`src/rtl/ds2411_responder.sv`:
```
// ds2411_responder: 1-Wire slave that answers a master reset with a
// presence pulse, takes one command byte and, on Read ROM (33h/0Fh),
// returns FAMILY, the 48-bit serial and a CRC8 built while the bits go out.
module ds2411_responder #(
    parameter int unsigned CLK_MHZ    = 100,
    parameter logic [7:0]  FAMILY     = 8'h01,
    parameter int unsigned RST_MIN_US = 400,
    parameter int unsigned PD_WAIT_US = 30,
    parameter int unsigned PD_LOW_US  = 120,
    parameter int unsigned SAMPLE_US  = 30,
    parameter int unsigned HOLD0_US   = 30
) (
    input  logic        clk,
    input  logic        reset,
    input  logic        dq_in,
    output logic        dq_oe,
    input  logic [47:0] serial,
    output logic        presence,
    output logic        cmd_valid,
    output logic [7:0]  cmd_byte,
    output logic        rom_done,
    output logic        busy,
    output logic        error
);

    localparam int unsigned CW = $clog2(1000 * CLK_MHZ);
    localparam logic [CW-1:0] CNT_MAX      = '1;
    localparam logic [CW-1:0] RST_CYC      = CW'(RST_MIN_US * CLK_MHZ);
    localparam logic [CW-1:0] PD_WAIT_LAST = CW'(PD_WAIT_US * CLK_MHZ - 1);
    localparam logic [CW-1:0] PD_LOW_LAST  = CW'(PD_LOW_US * CLK_MHZ - 1);
    localparam logic [CW-1:0] SAMPLE_LAST  = CW'(SAMPLE_US * CLK_MHZ - 1);
    localparam logic [CW-1:0] HOLD0_LAST   = CW'(HOLD0_US * CLK_MHZ - 1);

    typedef enum logic [3:0] {
        S_IDLE, S_PD_WAIT, S_PD_LOW, S_CMD_WAIT, S_CMD_SAMPLE,
        S_CMD_REC, S_ROM_WAIT, S_ROM_DRIVE, S_HALT
    } state_t;

    state_t          state_q, state_d;
    logic            sync1_q, sync2_q, dqs_prev_q;
    logic [CW-1:0]   low_cnt_q;
    logic [CW-1:0]   timer_q, timer_d;
    logic [5:0]      bit_idx_q, bit_idx_d;
    logic [7:0]      cmd_sr_q, cmd_sr_d;
    logic [7:0]      cmd_byte_q, cmd_byte_d;
    logic [7:0]      crc_q, crc_d;
    logic            error_q, error_d;
    logic            dq_oe_q, dq_oe_d;
    logic            presence_q, presence_d;
    logic            cmd_valid_q, cmd_valid_d;
    logic            rom_done_q, rom_done_d;

    logic            dqs, dq_fall, dq_rise, bus_rst;
    logic            rom_bit, crc_fb;
    logic [5:0]      ser_idx;
    logic [7:0]      crc_next;

    assign dqs     = sync2_q;
    assign dq_fall = dqs_prev_q & ~dqs;
    assign dq_rise = ~dqs_prev_q & dqs;
    assign bus_rst = dq_rise && (low_cnt_q >= RST_CYC);

    // Two-flop synchroniser plus a delayed copy for edge detection; idles high like the bus.
    always_ff @(posedge clk or negedge reset) begin
        if (!reset) begin
            sync1_q    <= 1'b1;
            sync2_q    <= 1'b1;
            dqs_prev_q <= 1'b1;
        end else begin
            sync1_q    <= dq_in;
            sync2_q    <= sync1_q;
            dqs_prev_q <= sync2_q;
        end
    end

    // Master low-time counter; our own drive is excluded so it cannot fake a reset.
    always_ff @(posedge clk or negedge reset) begin
        if (!reset) begin
            low_cnt_q <= '0;
        end else if (dqs) begin
            low_cnt_q <= '0;
        end else if (!dq_oe_q && (low_cnt_q != CNT_MAX)) begin
            low_cnt_q <= low_cnt_q + 1'b1;
        end
    end

    // ROM bit mux and the CRC step it feeds (bit 56 onward reads the finished CRC).
    always_comb begin
        ser_idx = bit_idx_q - 6'd8;
        if (bit_idx_q < 6'd8) begin
            rom_bit = FAMILY[bit_idx_q[2:0]];
        end else if (bit_idx_q < 6'd56) begin
            rom_bit = serial[ser_idx];
        end else begin
            rom_bit = crc_q[bit_idx_q[2:0]];
        end
        crc_fb   = crc_q[0] ^ rom_bit;
        crc_next = {1'b0, crc_q[7:1]} ^ (crc_fb ? 8'h8C : 8'h00);
    end

    // State and datapath registers.
    always_ff @(posedge clk or negedge reset) begin
        if (!reset) begin
            state_q     <= S_IDLE;
            timer_q     <= '0;
            bit_idx_q   <= '0;
            cmd_sr_q    <= '0;
            cmd_byte_q  <= '0;
            crc_q       <= '0;
            error_q     <= 1'b0;
            dq_oe_q     <= 1'b0;
            presence_q  <= 1'b0;
            cmd_valid_q <= 1'b0;
            rom_done_q  <= 1'b0;
        end else begin
            state_q     <= state_d;
            timer_q     <= timer_d;
            bit_idx_q   <= bit_idx_d;
            cmd_sr_q    <= cmd_sr_d;
            cmd_byte_q  <= cmd_byte_d;
            crc_q       <= crc_d;
            error_q     <= error_d;
            dq_oe_q     <= dq_oe_d;
            presence_q  <= presence_d;
            cmd_valid_q <= cmd_valid_d;
            rom_done_q  <= rom_done_d;
        end
    end

    // Next-state logic; a bus reset overrides whatever transfer is in progress.
    always_comb begin
        state_d     = state_q;
        timer_d     = (timer_q == CNT_MAX) ? timer_q : timer_q + 1'b1;
        bit_idx_d   = bit_idx_q;
        cmd_sr_d    = cmd_sr_q;
        cmd_byte_d  = cmd_byte_q;
        crc_d       = crc_q;
        error_d     = error_q;
        dq_oe_d     = 1'b0;
        presence_d  = 1'b0;
        cmd_valid_d = 1'b0;
        rom_done_d  = 1'b0;
        if (bus_rst) begin
            state_d   = S_PD_WAIT;
            timer_d   = '0;
            bit_idx_d = '0;
            crc_d     = '0;
            error_d   = 1'b0;
        end else begin
            unique case (state_q)
                S_IDLE, S_HALT: begin
                end
                S_PD_WAIT: begin
                    if (timer_q == PD_WAIT_LAST) begin
                        state_d = S_PD_LOW;
                        timer_d = '0;
                        dq_oe_d = 1'b1;
                    end
                end
                S_PD_LOW: begin
                    if (timer_q == PD_LOW_LAST) begin
                        state_d    = S_CMD_WAIT;
                        presence_d = 1'b1;
                        bit_idx_d  = '0;
                    end else begin
                        dq_oe_d = 1'b1;
                    end
                end
                S_CMD_WAIT: begin
                    if (dq_fall) begin
                        state_d = S_CMD_SAMPLE;
                        timer_d = '0;
                    end
                end
                S_CMD_SAMPLE: begin
                    if (timer_q == SAMPLE_LAST) begin
                        cmd_sr_d = {dqs, cmd_sr_q[7:1]};
                        state_d  = S_CMD_REC;
                    end
                end
                S_CMD_REC: begin
                    if (dqs) begin
                        if (bit_idx_q == 6'd7) begin
                            cmd_valid_d = 1'b1;
                            cmd_byte_d  = cmd_sr_q;
                            bit_idx_d   = '0;
                            if ((cmd_sr_q == 8'h33) || (cmd_sr_q == 8'h0F)) begin
                                state_d = S_ROM_WAIT;
                            end else begin
                                error_d = 1'b1;
                                state_d = S_HALT;
                            end
                        end else begin
                            bit_idx_d = bit_idx_q + 6'd1;
                            state_d   = S_CMD_WAIT;
                        end
                    end
                end
                S_ROM_WAIT: begin
                    if (dq_fall) begin
                        state_d = S_ROM_DRIVE;
                        timer_d = '0;
                        dq_oe_d = ~rom_bit;
                    end
                end
                S_ROM_DRIVE: begin
                    // Drive window is fixed from the edge; only after it do we look for release.
                    if (timer_q < HOLD0_LAST) begin
                        dq_oe_d = ~rom_bit;
                    end else if (dqs) begin
                        if (bit_idx_q < 6'd56) begin
                            crc_d = crc_next;
                        end
                        if (bit_idx_q == 6'd63) begin
                            rom_done_d = 1'b1;
                            state_d    = S_HALT;
                        end else begin
                            bit_idx_d = bit_idx_q + 6'd1;
                            state_d   = S_ROM_WAIT;
                        end
                    end
                end
                default: begin
                    state_d = S_IDLE;
                end
            endcase
        end
    end

    assign dq_oe     = dq_oe_q;
    assign presence  = presence_q;
    assign cmd_valid = cmd_valid_q;
    assign cmd_byte  = cmd_byte_q;
    assign rom_done  = rom_done_q;
    assign error     = error_q;
    assign busy      = (state_q != S_IDLE) && (state_q != S_HALT);

endmodule

```
`config.mk`:
```
export PLATFORM = sky130hd
export DESIGN_NAME = ds2411_responder
export DESIGN_NICKNAME = d
export VERILOG_FILES = /design/src/rtl/ds2411_responder.sv
export SDC_FILE = /design/constraint.sdc
export NUM_CORES = 1
export LEC_CHECK = 0
export ABC_CLOCK_PERIOD_IN_PS = 2500
export CAP_MARGIN = 20
export CELL_PAD_IN_SITES_DETAIL_PLACEMENT = 0
export CELL_PAD_IN_SITES_GLOBAL_PLACEMENT = 1
export CORE_UTILIZATION = 40
export CTS_BUF_LIST = sky130_fd_sc_hd__clkbuf_8
export CTS_CLUSTER_SIZE = 14
export DETAILED_ROUTE_END_ITERATION = 8
export PLACE_DENSITY = 0.79
export SLEW_MARGIN = 25
export SYNTH_ARGS = -nofsm -noshare
export SYNTH_HDL_FRONTEND = slang
export SYNTH_SLANG_ARGS = --single-unit
```
`constraint.sdc`:
```
create_clock -name clk -period 2.5 [get_ports clk]
set_input_delay 0.5 -clock clk [delete_from_list [all_inputs] [get_ports clk]]
set_output_delay 0.5 -clock clk [all_outputs]
set_load 0.1 [all_outputs]
```
# After elaboration in Yosys (flattened, before gate mapping)
# Memory sizes are Yosys's and may differ from the RTL's.
# Index checks and enable logic that the tools add are counted.
# classes
addsub,4
n_lt_le_gt_ge,6
n_eq_ne,29
muxes,64
bitwise,8
n_reduce_logical,22
# ops
operator,count
17-bit 2-to-1 mux,6
4-bit 2-to-1 mux,12
8-bit 2-to-1 mux,6
6-bit 2-to-1 mux,7
"17-bit by 1-bit adder with 17-bit output, second input constant",2
17-bit one-hot mux with 2 select lines,1
4-bit one-hot mux with 8 select lines,1
1-bit 2-to-1 mux,27
"3-bit inequality test, second input constant",9
6-bit one-hot mux with 3 select lines,1
"17-bit by 12-bit equality test with 1-bit output, second input constant",1
"17-bit by 14-bit equality test with 1-bit output, second input constant",1
"17-bit equality test, second input constant",1
"17-bit by 16-bit greater-or-equal comparator with 1-bit output, second input constant",1
"17-bit by 12-bit less-than comparator with 1-bit output, second input constant",1
"17-bit inequality test, second input constant",1
"4-bit by 3-bit equality test with 1-bit output, second input constant",4
4-bit AND reduction,3
2-bit nonzero test,6
9-bit AND reduction,1
"4-bit by 2-bit equality test with 1-bit output, second input constant",2
"8-bit by 4-bit equality test with 1-bit output, second input constant",1
"8-bit by 6-bit equality test with 1-bit output, second input constant",1
4-bit nonzero test,2
26 further kinds,35
# word_totals
ff_bits,76
rom_bits,8
inputBits,51
out_inout_bits,14
word_cells,149
n_memories,1
# mem_list
memory,words,width,read_ports,rd_clocked_by_memory_dff,write_ports,line,text
(no name shown),8,1,1,0,0,91,rom_bit = FAMILY[bit_idx_q[2:0]];

# Logic depth before layout (Yosys ltp)
# logic_depth
word_depth,13
ltp_mapped,11
mapped_depth_nobuf,10

# Worst setup path after synthesis
# OpenSTA, ideal clock, no wires.
# synth_path
path_type,register to register
startpoint,register bit_idx_q[3]
endpoint,register crc_q[2]
setup_ns,0.121
arrival_ns,2.317
required_ns,2.379
path_slack_ns,0.062
path_stages_with_launch,11
n_path_buf,1
period_less_slack_ns,2.438
path_cell_list,dfrtp_1 -> buf_2 -> inv_1 -> ha_1 -> xnor2_1 -> o2111ai_1 -> nor3_1 -> nor4_4 -> a31oi_4 -> xnor3_1 -> a22o_1
# synth_via
elab_chain_len,13
elab_cells_between_ends,17
classes_between,add/sub: 1; order compare: 2; mux: 10; bitwise: 2; reduce/logical: 2
# synth_rtl
item,line,text
"start, declared",43,"logic [5:0] bit_idx_q, bit_idx_d;"
"start signal, assigned",118,bit_idx_q <= bit_idx_d;
6-bit by 4-bit subtractor with 6-bit output,89,ser_idx = bit_idx_q - 6'd8;
1-bit binary-select mux with 6-bit select,93,rom_bit = serial[ser_idx];
1-bit 2-to-1 mux (implied by the code),93,
1-bit 2-to-1 mux,92,end else if (bit_idx_q < 6'd56) begin
1-bit 2-to-1 mux,90,if (bit_idx_q < 6'd8) begin
1-bit XOR,97,crc_fb = crc_q[0] ^ rom_bit;
8-bit 2-to-1 mux,98,"crc_next = {1'b0, crc_q[7:1]} ^ (crc_fb ? 8'h8C : 8'h00);"
7-bit by 8-bit XOR with 8-bit output,98,
8-bit 2-to-1 mux,211,if (bit_idx_q < 6'd56) begin
8-bit 2-to-1 mux,210,end else if (dqs) begin
8-bit 2-to-1 mux,208,if (timer_q < HOLD0_LAST) begin
8-bit 2-to-1 mux,150,unique case (state_q)
8-bit 2-to-1 mux,143,if (bus_rst) begin
"end signal, assigned",121,crc_q <= crc_d;
"end, declared",46,"logic [7:0] crc_q, crc_d;"
# Parallel ways exist; a longest one is shown, timed or not. The select of a mux whose other input is x is not followed.
# A chain may end at the register's enable or synchronous reset.

# Worst setup path in the final report
# layout_path
startpoint,register bit_idx_q[0]
endpoint,register crc_q[3]
# The elaborated chain is that of the path after synthesis.

==> flow_metrics.py <==
metrics = {
    "logic_synthesis": {
        "syn_area_mm2": 0.004536,
        "synth_cell_type_count": 68,
        "syn_inst": 441,
        "avgSynthCellArea_um2": 10.28,
        "yosysSeqAreaShare_pct": 42.01,
        "ys.flop_type": "dfrtp_1",
        "syn-num-nets": 500,
        "synth_enable_flop_cells": 0,
        "yosys_warnings": 0,
        "ys_seq_elements": 76,
        "async_flop_share_pct": 100.0,
    },
    "final_layout": {
        "multiInputGateArea_mm2": 0.002540,
        "final_cell_count_no_fill": 666,
        "final_cell_mix": "dfrtp_1 (71), nor2_1 (62), clkdlybuf4s50_1 (49)",
        "syn_to_final_growth_pct": 25.90,
        "final.fill_count": 994,
        "finish.utilization_pct": 52.22,
        "drive_gt1_share_pct": 21.48,
        "register_area_mm2": 0.001908,
        "final_common_cell": "dfrtp_1",
        "antenna_cells": 0,
        "nets": 581,
        "final_design_area_no_fill_mm2": 0.005710,
    },
    "clock_network": {
        "clock_sinks": 76,
        "clockBufferDepth": 2,
        "cts_root_buffer": "clkbuf_8",
        "cts_tree": "yes",
        "htree_num_levels": 3,
        "cts_buffers": 9,
        "clkTransAtPathRegs_ps": 80,
        "clkLatencyLatePin_ps": 350,
        "postCtsHoldBufs": 0,
    },
    "timing": {
        "finalHoldViolCount": 0,
        "setup_viol": 0,
        "min_period_over_period_pct": 97.00,
        "final.setup.tns_ps": 0,
        "worst_slew_pin_slew_ps": 508.6,
        "skew_ps": 12.04,
        "slew_violations": 0,
        "rsz0062_at_grt": "true",
        "slew-limit-headroom_pct": 66.09,
        "finalCriticalPeriod_ps": 2425,
        "timing.fmax_ghz": 0.4124,
    },
    "run_status": {
        "run_status": "finished, final reports clean",
    },
    "floorplan": {
        "dieArea_mm2": 0.01177,
        "dieWidth_um": 108.5,
        "row_count": 38,
        "core_mm2": 0.01094,
        "ioPinCount": 65,
        "start_util_pct": 41.48,
        "fp.dieH_um": 108.5,
    },
    "routing": {
        "wire_per_inst_um": 15.40,
        "route.detailed.drc": 0,
        "drt-total-wl_mm": 10.26,
        "ant_nets": 0,
        "vias_per_cell": 5.446,
        "via_count": 3627,
        "first_pass_iters": 4,
        "drt_iter0_drc": 276,
    },
    "global_routing": {
        "grt_pass1_vias": 3594,
        "antenna_found_initial": 0,
        "overflow": 0,
        "track_usage_pct": 18.72,
        "grt_pass1_wl_mm": 17.24,
        "grt_max_degree": 40,
    },
    "placed_design": {
        "place_congestion": 0.8035,
        "place_inst": 650,
        "dpl_cell_area_mm2": 0.005440,
        "place.port_buffers": 64,
        "hpwl_mm": 7.471,
    },
    "worst_setup_path": {
        "crit_required_ps": 2740,
        "cp_max_fo": 10,
        "cp_data_arrival_time_ps": 2660,
        "critPathCaptureType": "flip-flop",
        "critPathLaunchType": "flip-flop",
        "path_class": "flip-flop to flip-flop",
    },
    "pwr": {
        "p_total_uw": 2334,
        "p_per_area_mw_per_mm2": 408.7,
        "ir_drop_uv": 266.4,
        "leakagePower_uw": 0.002392,
    },
    "worst_hold_path": {
        "hold_path_class": "primary input to asynchronous set/reset pin",
    },
    "run": {
        "drv_cap": 0,
    },
}
[cells in the mapped netlist, drive strengths merged, types with 2 or more instances]
cell      n  area share, %
nand2    24            2.0
nor3     19            2.5
and3      9            1.2
a22o      2           0.39
nor3b     4           0.66
mux2i    18            4.0
nor2b     2           0.28
xor2     18            3.5
ha        8            2.2
clkbuf   14            1.2
xnor3     2           0.99
a21oi    12            1.3
a41oi     3           0.58
nand3    21            2.3
a211oi    2           0.44
a22oi     2           0.33
inv      12           0.99
nor4      5            1.0
a31oi     6            1.2
and2      3           0.41
or4b      2           0.52
mux2     20            5.5
nand4    12            1.7
xnor2     8            1.5
nand3b    4           0.66
a311oi    2           0.39
buf       6           0.86
o21ai    16            1.8
nor2     64            5.7
o22ai     2           0.28
or3       7           0.97
dfstp     3            1.7
dfrtp    73             40
mux4     11            5.5
nand2b    5           0.69
o2111ai   3           0.58
[path summary, 6_finish.rpt]
check / start / to / slack (ps) / cells after the start
max in group asynchronous: reset / bit_idx_q[0] / 1780 / 2
max reg2reg: bit_idx_q[0] / crc_q[3] / 70 / 8
max: bit_idx_q[0] / crc_q[3] / 70 / 8
min: reset / cmd_byte[4] / 120 / 1
min in group clk: sync1_q / dqs / 360 / 0
min reg2reg: sync1_q / dqs / 360 / 0
[logic make-up after synthesis]
kind of cell | Yosys count | share of synthesized area [%]
and+or+nand+nor | 187 | 22.12
AOI/OAI and AO/OA | 61 | 9.656
xor gates and xnor gates | 28 | 6.014
muxes | 49 | 14.98
DFF | 76 | 42.01
adders and majority gates | 8 | 2.207
buffers and inverters | 32 | 3.007
[worst max-delay path, cell delays in order, from the launching register on]
cell and delay, ps:
dfrtp_2 420, buf_12 160, mux4_2 490, mux2_2 310
nor3_4 160, nor4_4 80, a31oi_4 250, xnor3_1 250
a22o_1 200
[routing by layer]
layer  track usage [%]  vias to the layer above  wire (um)
met4             5.019                        0         70
met1             24.54                     1796       4542
met2             31.01                       63       5293
met5                 0                        -          0
met3             4.280                        5        353
li1                  -                     1763          -
[state kept, by name, indices dropped and copies added, names as in the netlist, 4 cells and up]
register,count
crc_q,8
low_cnt_q,17
bit_idx_q,6
cmd_byte,8
cmd_sr_q,8
timer_q,17
state_q,4
[through the flow]
| stage | hold WS, ps | setup slack [ps] |
|---|---|---|
| floorplan | 204.4 | 61.63 |
| global placement | 351.3 | -229.2 |
| detailed placement | 351.0 | -278.6 |
| CTS | 124.9 | 55.43 |
| global route | 138.8 | -40.97 |
| finish | 116.8 | 74.88 |
[where the power goes]
| group | switching, uW | internal, uW | total (uW) |
|---|---|---|---|
| clock network | 435 | 508 | 943 |
| logic | 53.3 | 92.9 | 146 |
| registers | 7.39 | 1240 | 1240 |
[repair_timing]
| item | CTS | global route |
|---|---|---|
| setup buffers | 0 | 0 |
| endpoints found under the setup margin | 0 | 17 |
| resized for setup | 0 | 12 |
[area by class of cell]
cell class                 count  share of cell area (%)
multi-input combinational    333                   44.48
sequential                    76                   33.41
timing repair buffer          90                   14.72
tap                          140                   3.067
clock buffer                  11                   2.651
clock inverter                 4                  0.8764
inverter                      12                  0.7888
Note: power is estimated with default switching activity, not from simulation.
